File: src/rtl/scr_memif_to_mem.sv
// SCR1 memory port to mem_valid/mem_ready bus adapter: one request at a time, RDY/ER pulse on the cycle after mem_ready.
// Requester is held off (scr_req_ack_o low) until the response; optional BUSY watchdog under `SCR_MEMIF_TIMEOUT_EN.
module scr_memif_to_mem #(
  parameter int unsigned TIMEOUT_CYCLES = 255
) (
  input  logic        wb_clk_i,
  input  logic        wb_rst_n_i,
  input  logic        scr_req_i,
  output logic        scr_req_ack_o,
  input  logic        scr_cmd_i,
  input  logic [1:0]  scr_width_i,
  input  logic [31:0] scr_addr_i,
  input  logic [31:0] scr_wdata_i,
  output logic [31:0] scr_rdata_o,
  output logic [1:0]  scr_resp_o,
  output logic        mem_valid,
  output logic [31:0] mem_addr,
  output logic [31:0] mem_wdata,
  output logic [3:0]  mem_wstrb,
  input  logic        mem_ready,
  input  logic [31:0] mem_rdata
);

  typedef enum logic [1:0] {
    IDLE = 2'd0,
    BUSY = 2'd1,
    RESP = 2'd2
  } state_t;

  localparam logic [1:0] RESP_IDLE = 2'd0;
  localparam logic [1:0] RESP_RDY  = 2'd1;
  localparam logic [1:0] RESP_ER   = 2'd2;

  state_t      state;
  logic        illegal;
  logic [3:0]  strb;
  logic [31:0] wdata_lane;

`ifdef SCR_MEMIF_TIMEOUT_EN
  localparam int CntW = $clog2(TIMEOUT_CYCLES + 1);
  logic [CntW-1:0] tmo_cnt;
  logic            tmo_hit;
  // Expiry on the edge that closes the TIMEOUT_CYCLES-th BUSY cycle.
  assign tmo_hit = (tmo_cnt == CntW'(TIMEOUT_CYCLES - 1));
`endif

  assign scr_req_ack_o = (state == IDLE);

  // Alignment check, lane strobes and replicated write data for the incoming request.
  always_comb begin
    illegal    = 1'b0;
    strb       = 4'b0000;
    wdata_lane = scr_wdata_i;
    case (scr_width_i)
      2'd0: begin
        strb       = 4'b0001 << scr_addr_i[1:0];
        wdata_lane = {4{scr_wdata_i[7:0]}};
      end
      2'd1: begin
        illegal    = scr_addr_i[0];
        strb       = 4'b0011 << scr_addr_i[1:0];
        wdata_lane = {2{scr_wdata_i[15:0]}};
      end
      2'd2: begin
        illegal = |scr_addr_i[1:0];
        strb    = 4'b1111;
      end
      default: illegal = 1'b1;
    endcase
    if (!scr_cmd_i) begin
      strb = 4'b0000;
    end
  end

  always_ff @(posedge wb_clk_i or negedge wb_rst_n_i) begin
    if (!wb_rst_n_i) begin
      state       <= IDLE;
      mem_valid   <= 1'b0;
      mem_addr    <= '0;
      mem_wdata   <= '0;
      mem_wstrb   <= '0;
      scr_resp_o  <= RESP_IDLE;
      scr_rdata_o <= '0;
`ifdef SCR_MEMIF_TIMEOUT_EN
      tmo_cnt     <= '0;
`endif
    end else begin
      case (state)
        IDLE: begin
          scr_resp_o <= RESP_IDLE;
          if (scr_req_i) begin
            if (illegal) begin
              scr_resp_o <= RESP_ER;
              state      <= RESP;
            end else begin
              mem_addr  <= {scr_addr_i[31:2], 2'b00};
              mem_wdata <= wdata_lane;
              mem_wstrb <= strb;
              mem_valid <= 1'b1;
              state     <= BUSY;
`ifdef SCR_MEMIF_TIMEOUT_EN
              tmo_cnt   <= '0;
`endif
            end
          end
        end
        BUSY: begin
          // mem_valid must fall on the ready edge or the master starts a second transfer.
          if (mem_ready) begin
            mem_valid   <= 1'b0;
            scr_rdata_o <= mem_rdata;
            scr_resp_o  <= RESP_RDY;
            state       <= RESP;
`ifdef SCR_MEMIF_TIMEOUT_EN
          end else if (tmo_hit) begin
            mem_valid  <= 1'b0;
            scr_resp_o <= RESP_ER;
            state      <= RESP;
          end else begin
            tmo_cnt <= tmo_cnt + 1'b1;
`endif
          end
        end
        RESP: begin
          scr_resp_o <= RESP_IDLE;
          state      <= IDLE;
        end
        default: begin
          mem_valid  <= 1'b0;
          scr_resp_o <= RESP_IDLE;
          state      <= IDLE;
        end
      endcase
    end
  end

endmodule

File: config.mk
export PLATFORM = sky130hd
export DESIGN_NAME = scr_memif_to_mem
export DESIGN_NICKNAME = d
export VERILOG_FILES = /design/src/rtl/scr_memif_to_mem.sv
export SDC_FILE = /design/constraint.sdc
export NUM_CORES = 1
export LEC_CHECK = 0
export BUFFER_PORTS_ARGS = -buffer_cell sky130_fd_sc_hd__buf_2
export CAP_MARGIN = 20
export CELL_PAD_IN_SITES_DETAIL_PLACEMENT = 1
export CELL_PAD_IN_SITES_GLOBAL_PLACEMENT = 1
export CORE_ASPECT_RATIO = 1.1
export CORE_MARGIN = 2
export CORE_UTILIZATION = 39
export DETAILED_ROUTE_END_ITERATION = 16
export PLACE_DENSITY = 0.82
export SETUP_SLACK_MARGIN = 0.2
export SLEW_MARGIN = 0
export SYNTH_ARGS = -nofsm -noshare
export SYNTH_HDL_FRONTEND = slang
export SYNTH_SLANG_ARGS = --single-unit
File: constraint.sdc
create_clock -name wb_clk_i -period 2.35 [get_ports wb_clk_i]
set_clock_uncertainty 0.1 [all_clocks]
set_input_delay 0.1175 -clock wb_clk_i [delete_from_list [all_inputs] [get_ports wb_clk_i]]
set_output_delay 0.1175 -clock wb_clk_i [all_outputs]
set_load 0.1 [all_outputs]
==> run metrics, run 1 <==
status=completed; area taken by multi-input logic gates=approximately 1700 um2; total of max-cap violations=0; total number of vias=3418; CTS tree=built; # IOs=207; pin count of the biggest net entering global routing=54; detailed placement HPWL=8160 um; crit path launch type=flop; RSZ-0062 raised after global routing=false; placed instance area=5560 um2; H-tree Lvls=3; Reg clk slew, reported paths=0.07 ns; sequential cell area fraction in the yosys report=58.6%; Final Max Tran Viols=0; ys async rst share=100%; Yosys reg bits=about 100; Setup TNS=0 ns; Die ar.=approximately 12000 um2; Die H=between 100 and 150 um; Post-Syn Area=4400 um2; Register Area=2580 um2; CTS root buf=clkbuf_16; synthesized instance count=291; total track usage=21.8%; Yosys cell types=30; Yosys top cell by area=dfrtp_1; Top FF cell, synth=dfrtp_1; mean area per synthesized cell=15.1 um2; CTS resizes=0; CTS Hold Bufs=74; initial drt markers=69; row count=40; commonest cells in the netlist=dfrtp_1, mux2_2, mux2_4; first-pass GRT wire length=20400 um; gr ovfl total=0; core box area=11000 um2; Starting Density=~40%; Final Net Count=673; Rel. slew slack=53.7%; area grow syn2layout=50.1%; CP Max Fanout=4; CP Capture Type=output port; clk_lat worst skew=0.34 ns; Yosys warning count=0; routed vias/inst=4.73; final wirelength=12900 um; Die Wd=105 um; DRC=0; first drt pass iteration count=4; wire per inst=17.8 um; GPL Wtd Cong=about 0.77; number of synthesized flops with an enable pin=0; worst slew pin tran=0.695 ns; Worst EP arrival=approximately 1.4 ns; post-layout util=between 60% and 70%; final setup fails=0; crit path kind=flop to output port; FMAX=615 MHz; share of cells above drive strength 1=59.4%; final period utilization=69.2%; antenna-violating nets left=0; worst-case clock buffer depth=2; Critical Path RT=2.13 ns; final instance area=6610 um2; Final Critical Period=1.63 ns; IO Port Bufs=204; top-count cell post-synth=dfrtp_1; Hold Path Class=primary input to flop; vias in the first global route=3962; Inserted Clock Buffers=9; main area contributors after synthesis=dfrtp_1, mux2_2, mux2_4; fill cell count=around 1100; final hold viol count=0; share of the synthesized area in the top cell type=between 50 and 60%; initial antenna violation count=1; Setup Fix Bufs, Post-CTS=0; clk sinks=103
==> critical path, stage by stage, from the launching register on <==
cell     delay [ns]
dfrtp_1        0.43
nor2_4         0.18
buf_2          0.46
==> kinds of logic after synthesis <==
family	Yosys count	synth area share, %
muxes	122	32.2
DFF	103	58.6
and+or+nand+nor	24	2.73
AOI/OAI and AO/OA	21	3.13
buffers and inverters	20	3.30
other	1	0.0852
==> sequential cells by signal (all words and copies together) (netlist names) <==
signal       count
mem_addr        30
mem_valid        1
mem_wdata       32
mem_wstrb        4
scr_rdata_o     32
scr_resp_o       2
state            2
==> path summary, 6_finish.rpt <==
| check | from | end | slack, ns | cells past startpoint |
|---|---|---|---|---|
| worst max-delay path | state[0]$_DFFE_PN0P_ | scr_req_ack_o | 0.72 | 2 |
| worst min-delay path | scr_wdata_i[30] | mem_wdata[30]$_DFFE_PN0P_ | 0.03 | 4 |
| worst max register to register | state[1]$_DFFE_PN0P_ | scr_rdata_o[25]$_DFFE_PN0P_ | 0.76 | 3 |
| worst min register to register | mem_valid$_DFFE_PN0P_ | mem_valid$_DFFE_PN0P_ | 0.39 | 2 |
| max in group asynchronous | wb_rst_n_i | mem_addr[5]$_DFFE_PN0P_ | 1.16 | 3 |
| min in group asynchronous | wb_rst_n_i | mem_wstrb[1]$_DFFE_PN0P_ | 0.29 | 2 |
==> cell type report <==
class,count,area share [%]
clock inverters,4,0.682
multi-input cells,169,25.7
repair buffers,284,27.8
well taps,147,2.78
diodes,1,0.0379
inverters,3,0.170
flip-flops and latches,103,39.0
clock buffers,11,3.83
==> layout by cell type, fill, tap and decap left out, drive strengths merged, types with 2 or more instances in the layout <==
master,count
buf,210
mux2i,11
dlygate4sd3,74
dfrtp,103
mux2,111
nor2,6
o21ai,13
nor2b,2
nand2,11
inv,3
clkinv,3
clkbuf,11
nor3,2
conb,2
==> per-stage QoR <==
stage               hold slack, ns  std cells  setup slack [ns]
CTS                         0.0171        721             0.699
detailed placement           0.104        632             0.530
finish                      0.0254        722             0.724
global route                0.0426        722             0.660
global placement             0.101        632             0.558
floorplan                   -0.278        292             0.295
==> per-layer routing <==
metal	vias to the layer above	share of wire, %	global-route usage [%]
met2	133	55	41.1
met4	0	2.4	9.42
met3	23	5.3	4.82
met5	-	0	0
li1	1577	-	-
met1	1685	37	23.4
Power of run 1 is left out: the tool's default activity adds up to more than one toggle a clock period on the data nets, which glitch-free logic cannot reach.
==> run 2, diff against run 1 <==
Settings changed: CORE_UTILIZATION 39 to 36, PLACE_DENSITY 0.82 to 0.77.
Clock period 2.35 ns to 1.5 ns, I/O delays scaled along.
==> run 2 against run 1 <==
Compared with the run above:
- core utilization is 0.69 points higher
- die area increased by 8.0%
- sequential share of layout area fell by 3.6 points
- non-clock buffer count increased by 29
- largest cell class unchanged
- clock-buffer cell count is the same
- first-iteration DRC count is 12% higher
- critical path type is now flop to flop
==> run metrics, run 2 (synthesis gave the netlist of run 1 again) <==
worst stage delay on the critical path=0.42 ns (was 0.46 ns); Setup TNS=0 ns (unchanged); Final Max Tran Viols=0 (unchanged); RSZ-0062 raised after global routing=true (was false); # IOs=207 (unchanged); first-pass GRT wire length=20900 um (was 20400 um); vias in the first global route=4095 (was 3962); total of max-cap violations=0 (unchanged); worst slew pin tran=0.576 ns (was 0.695 ns); clk sinks=103 (unchanged); DRC=0 (unchanged); Die H=120 um (was 115 um); crit path kind=flop to flop (was flop to output port); CTS root buf=clkbuf_16 (unchanged); pin count of the biggest net entering global routing=104 (was 54); crit-path cells=nor2_4, o211ai_4, buf_12, mux2_2 (was nor2_4, buf_2); family with the most delay on the worst path=flip-flops (was buffers and inverters); Worst Hold End=mem_wdata[13]$_DFFE_PN0P_ (was mem_wdata[30]$_DFFE_PN0P_); fill cell count=1230 (was 1116); Worst EP arrival=1.60 ns (was 1.41 ns); worst r2r src=state[1]$_DFFE_PN0P_ (unchanged); Hold Path Class=primary input to flop (unchanged); Reg clk slew, reported paths=0.07 ns (about the same); CP Max Fanout=36 (was 4); detailed placement HPWL=8310 um (was 8160 um); Hold Startpoint=scr_wdata_i[13] (was scr_wdata_i[30]); CP max stage cell=dfrtp_1 (was buf_2); CP Capture Type=flop (was output port); CP Buf/Inv Count=1 (unchanged); Final Critical Period=1.48 ns; initial antenna violation count=0 (was 1); most common cell after layout, fill and taps aside=buf_2 (unchanged); R2R Path End=mem_wdata[7]$_DFFE_PN0P_ (was scr_rdata_o[25]$_DFFE_PN0P_); Setup Slack @ Placement=-0.0555 ns (was 0.530 ns); H-tree Lvls=3 (unchanged); routed vias/inst=4.80 (was 4.73); share of cells above drive strength 1=60.1% (was 59.4%); antenna-violating nets left=0 (unchanged); Critical Path RT=1.62 ns (was 2.13 ns); antenna cells=0 (was 1); final period utilization=98.9%; crit path launch type=flop (unchanged); Rel. slew slack=61.6% (was 53.7%); GPL Wtd Cong=0.715 (was 0.770); flop2flop setup slack=0.02 ns (was 0.76 ns); Worst Slack Setup Final=0.0164 ns (was 0.724 ns); area grow syn2layout=66.0% (was 50.1%); top flop regs=mem_wdata x32, scr_rdata_o x32, mem_addr x30 (unchanged); CTS tree=built (unchanged); final setup fails=0 (unchanged); FMAX=a little under 700 MHz; wire per inst=19.1 um (was 17.8 um); core box area=12000 um2 (was 11000 um2); status=completed (unchanged); row count=42 (was 40); initial drt markers=77 (was 69); Die ar.=13100 um2 (was 12100 um2); Die Wd=109 um (was 105 um); IO Port Bufs=204 (unchanged); hold path cells=3 (was 4); final hold viol count=0 (unchanged); Inserted Clock Buffers=9 (unchanged); gr ovfl total=0 (unchanged); Starting Density=36.7% (was 40.1%); R2R cell count=4 (was 3); total track usage=20.8% (was 21.8%); total number of vias=3640 (was 3418); clk_lat worst skew=0.33 ns (was 0.34 ns); Final Net Count=702 (was 673); worst-case clock buffer depth=2 (unchanged); first drt pass iteration count=4 (unchanged); final wirelength=14400 um (was 12900 um); commonest non-fill, non-tap cells in the layout=buf_2, dfrtp_1, dlygate4sd3_1, buf_4, mux2_2 (was buf_2, dfrtp_1, mux2_2, dlygate4sd3_1, mux2_4)
## run 2: cell types whose count changed in the layout (fill, tap and decap cells not counted), moves of 3 or more
cell	delta
buf_2	-101
buf_4	+70
buf_6	+4
clkbuf_4	+37
clkinvlp_4	+3
dfrtp_1	-5
dfrtp_2	+5
dlygate4sd3_1	+13
mux2_2	-23
mux2_4	+23
## run 2: how the worst max path moves through the flow
stage / slack [ns] / to / cells past startpoint / startpoint
global route: -0.03 / mem_addr[6]$_DFFE_PN0P_ / 4 / state[1]$_DFFE_PN0P_
detailed placement: -0.06 / mem_addr[22]$_DFFE_PN0P_ / 5 / scr_width_i[0]
floorplan: -0.49 / mem_wdata[16]$_DFFE_PN0P_ / 5 / state[1]$_DFFE_PN0P_
global placement: -0.008 / mem_addr[26]$_DFFE_PN0P_ / 5 / scr_width_i[0]
CTS: 0.03 / mem_addr[6]$_DFFE_PN0P_ / 4 / state[0]$_DFFE_PN0P_
finish: 0.02 / mem_wdata[7]$_DFFE_PN0P_ / 4 / state[1]$_DFFE_PN0P_
## run 2: repair_timing
item / 4_1_cts / 5_1_grt
endpoints found under the setup margin: 159 / 134
setup buffers: 2 / 0
hold buffers: 87 / 0
endpoints found under the hold margin: 192 / 0
resized for setup: 68 / 65
cloned: 1 / 3
## run 2: worst register-to-register path, cell delays in order (launching register included)
cell      delay, ns
dfrtp_1        0.42
nor2_4         0.07
o211ai_4       0.11
buf_12         0.27
mux2_2         0.40
## run 2: layout make-up
type                            instances  area [um2]  area share, %
Inverter                                3        11.3          0.154
Tap cell                              154         193           2.64
Sequential cell                       103        2580           35.4
Clock inverter                          5        57.6          0.788
Multi-Input combinational cell        169        1790           24.5
Timing Repair Buffer                  313        2430           33.2
Clock buffer                           11         243           3.32
## run 2: routing by layer
metal	GRT usage (%)	vias to the layer above	share of wire, %
met1	21.3	1817	35
met2	38.7	145	56
met5	0	-	0
met3	4.07	42	4.8
met4	11.6	0	4.2
li1	-	1636	-
## run 2: through the flow
| stage | instances | hold slack [ns] | utilization [%] | area, um2 |
|---|---|---|---|---|
| detailed placement | 649 | 0.0909 | 47.4 | 5680 |
| finish | 758 | 0.0129 | 61.0 | 7300 |
| global placement | 649 | 0.0819 | 47.4 | 5680 |
| floorplan | 292 | -0.321 | - | 4450 |
| global route | 758 | 0.0185 | 61.0 | 7300 |
| CTS | 755 | 0.00518 | 58.8 | 7050 |
Power of run 2 is left out for the same reason.
==> run 3, diff against run 2 <==
Settings changed: PLACE_DENSITY 0.77 to 0.91.
==> run 3 against run 2 <==
Compared with the run above:
- global-route usage increased by 2.7 points
- cell area decreased by 0.36%
- register-to-register slack hardly changed
- wire length is 5.1% higher
- die area is the same
- non-clock buffer count grew 1
- sequential share of layout area rose by 0.13 points
- worst setup slack got worse by 0.0026 ns
- clock-buffer cell count fell by 1
- core utilization down 0.22 points
- hold slack lost 0.0064 ns
- critical endpoint is now mem_wdata[4]$_DFFE_PN0P_
- largest cell class unchanged
==> run metrics, run 3 (synthesis gave the netlist of run 1 again) <==
R2R Path End=mem_wdata[4]$_DFFE_PN0P_ (was mem_wdata[7]$_DFFE_PN0P_); Die H=120 um (unchanged); H-tree Lvls=3 (unchanged); top flop regs=mem_wdata x32, scr_rdata_o x32, mem_addr x30 (unchanged); RSZ-0062 raised after global routing=true (unchanged); met3 Track Usage GR=4.24% (was 4.07%); status=completed (unchanged); Critical Path RT=1.62 ns (about the same); share of cells above drive strength 1=60.3% (was 60.1%); worst-case clock buffer depth=2 (unchanged); Setup Slack @ Placement=-0.103 ns (was -0.0555 ns); final wirelength=15200 um (was 14400 um); gr ovfl total=0 (unchanged); Starting Density=36.7% (unchanged); busiest grt layer=met2 (unchanged); crit path kind=flop to flop (unchanged); CP max stage cell=dfrtp_1 (unchanged); Hold Startpoint=scr_wdata_i[16] (was scr_wdata_i[13]); Die Wd=109 um (unchanged); total number of vias=3668 (was 3640); core box area=12000 um2 (unchanged); Worst Slack Setup Final=0.0138 ns (was 0.0164 ns); clk sinks=103 (unchanged); clk_lat worst skew=0.34 ns (was 0.33 ns); routed vias/inst=4.82 (was 4.80); flop2flop setup slack=0.01 ns (was 0.02 ns); M1 GR Usage=24.7% (was 21.3%); final setup fails=0 (unchanged); final hold viol count=0 (unchanged); area grow syn2layout=65.4% (was 66.0%); hold path cells=3 (unchanged); wire per inst=19.9 um (was 19.1 um); CTS tree=built (unchanged); initial antenna violation count=2 (was 0); first drt pass iteration count=4 (unchanged); Final Critical Period=1.49 ns (was 1.48 ns); worst stage delay on the critical path=0.42 ns (about the same); CP Capture Type=flop (unchanged); total track usage=23.5% (was 20.8%); CTS root buf=clkbuf_16 (unchanged); Final Max Tran Viols=0 (unchanged); final period utilization=99.1% (was 98.9%); worst r2r src=state[1]$_DFFE_PN0P_ (unchanged); most common cell after layout, fill and taps aside=buf_2 (unchanged); R2R cell count=4 (unchanged); Worst EP arrival=1.61 ns (was 1.60 ns); first-pass GRT wire length=22900 um (was 20900 um); Inserted Clock Buffers=9 (unchanged); commonest non-fill, non-tap cells in the layout=buf_2, dfrtp_1, mux2_2, dlygate4sd3_1, buf_4 (was buf_2, dfrtp_1, dlygate4sd3_1, buf_4, mux2_2); DRC=0 (unchanged); Reg clk slew, reported paths=0.07 ns (about the same); antenna-violating nets left=0 (unchanged); IO Port Bufs=204 (unchanged); GRT met2 Usage=44.8% (was 38.7%); CP Max Fanout=31 (was 36); detailed placement HPWL=8950 um (was 8310 um); GPL Wtd Cong=0.760 (was 0.715); # IOs=207 (unchanged); pin count of the biggest net entering global routing=61 (was 104); initial drt markers=77 (unchanged); crit-path cells=nor2_4, o211ai_4, buf_12, mux2_2 (unchanged); vias in the first global route=4154 (was 4095); FMAX=673 MHz (was 674 MHz); Hold Path Class=primary input to flop (unchanged); Die ar.=13100 um2 (unchanged); Worst Hold End=mem_wdata[16]$_DFFE_PN0P_ (was mem_wdata[13]$_DFFE_PN0P_); row count=42 (unchanged); Final Net Count=703 (was 702); post-layout util=60.7% (was 61.0%); total of max-cap violations=0 (unchanged); crit path launch type=flop (unchanged)
[run 3: how the worst max path moves through the flow]
stage,from,cells past startpoint,slack (ns),endpoint
finish,state[1]$_DFFE_PN0P_,4,0.01,mem_wdata[4]$_DFFE_PN0P_
global placement,scr_width_i[0],5,-0.03,mem_addr[24]$_DFFE_PN0P_
global route,state[1]$_DFFE_PN0P_,4,-0.03,mem_addr[10]$_DFFE_PN0P_
CTS,state[0]$_DFFE_PN0P_,4,0.01,mem_wdata[4]$_DFFE_PN0P_
detailed placement,scr_width_i[0],5,-0.10,mem_addr[26]$_DFFE_PN0P_
floorplan,state[1]$_DFFE_PN0P_,5,-0.49,mem_wdata[16]$_DFFE_PN0P_
[run 3: repair_timing]
action / in CTS / in global routing
hold endpoints to repair: 191 / 0
hold buffers: 87 / 0
gates resized for setup: 80 / 35
buffers inserted: 2 / 1
cloned: 2 / 1
setup endpoints to repair: 170 / 127
[run 3: final cells by class]
type / count / area (um2)
clock inverter: 6 / 67.6
antenna: 2 / 5.00
tap: 154 / 193
fill: 1192 / 4700
multi-input combinational: 169 / 1730
timing repair buffer: 314 / 2450
clock buffer: 10 / 239
sequential: 103 / 2580
inverter: 3 / 11.3
[run 3: worst max-delay path, delay by kind of cell (launching register included)]
family | cells | cell delay, ns
flops | 1 | 0.42
compound gates | 1 | 0.12
mux | 1 | 0.37
simple gates | 1 | 0.07
buf+inv | 1 | 0.27
[run 3: stage by stage]
stage | instance area, um2 | TNS (ns) | instances | hold WS (ns)
2_1_floorplan | 4450 | -24.55 | 292 | -0.321
3_3_place_gp | 5690 | -0.732 | 650 | -0.0928
3_5_place_dp | 5690 | -2.14 | 650 | -0.0874
4_1_cts | 7140 | 0 | 757 | 0.00122
5_1_grt | 7280 | -0.642 | 761 | 0.00550
6_report | 7280 | 0 | 761 | 0.00647
[run 3: routing by layer]
layer  vias up  share of wire, %
met3        31               4.6
li1       1649                 -
met4         0               2.9
met2       145                57
met1      1843                36
met5         -                 0
Power of run 3 is left out for the same reason.
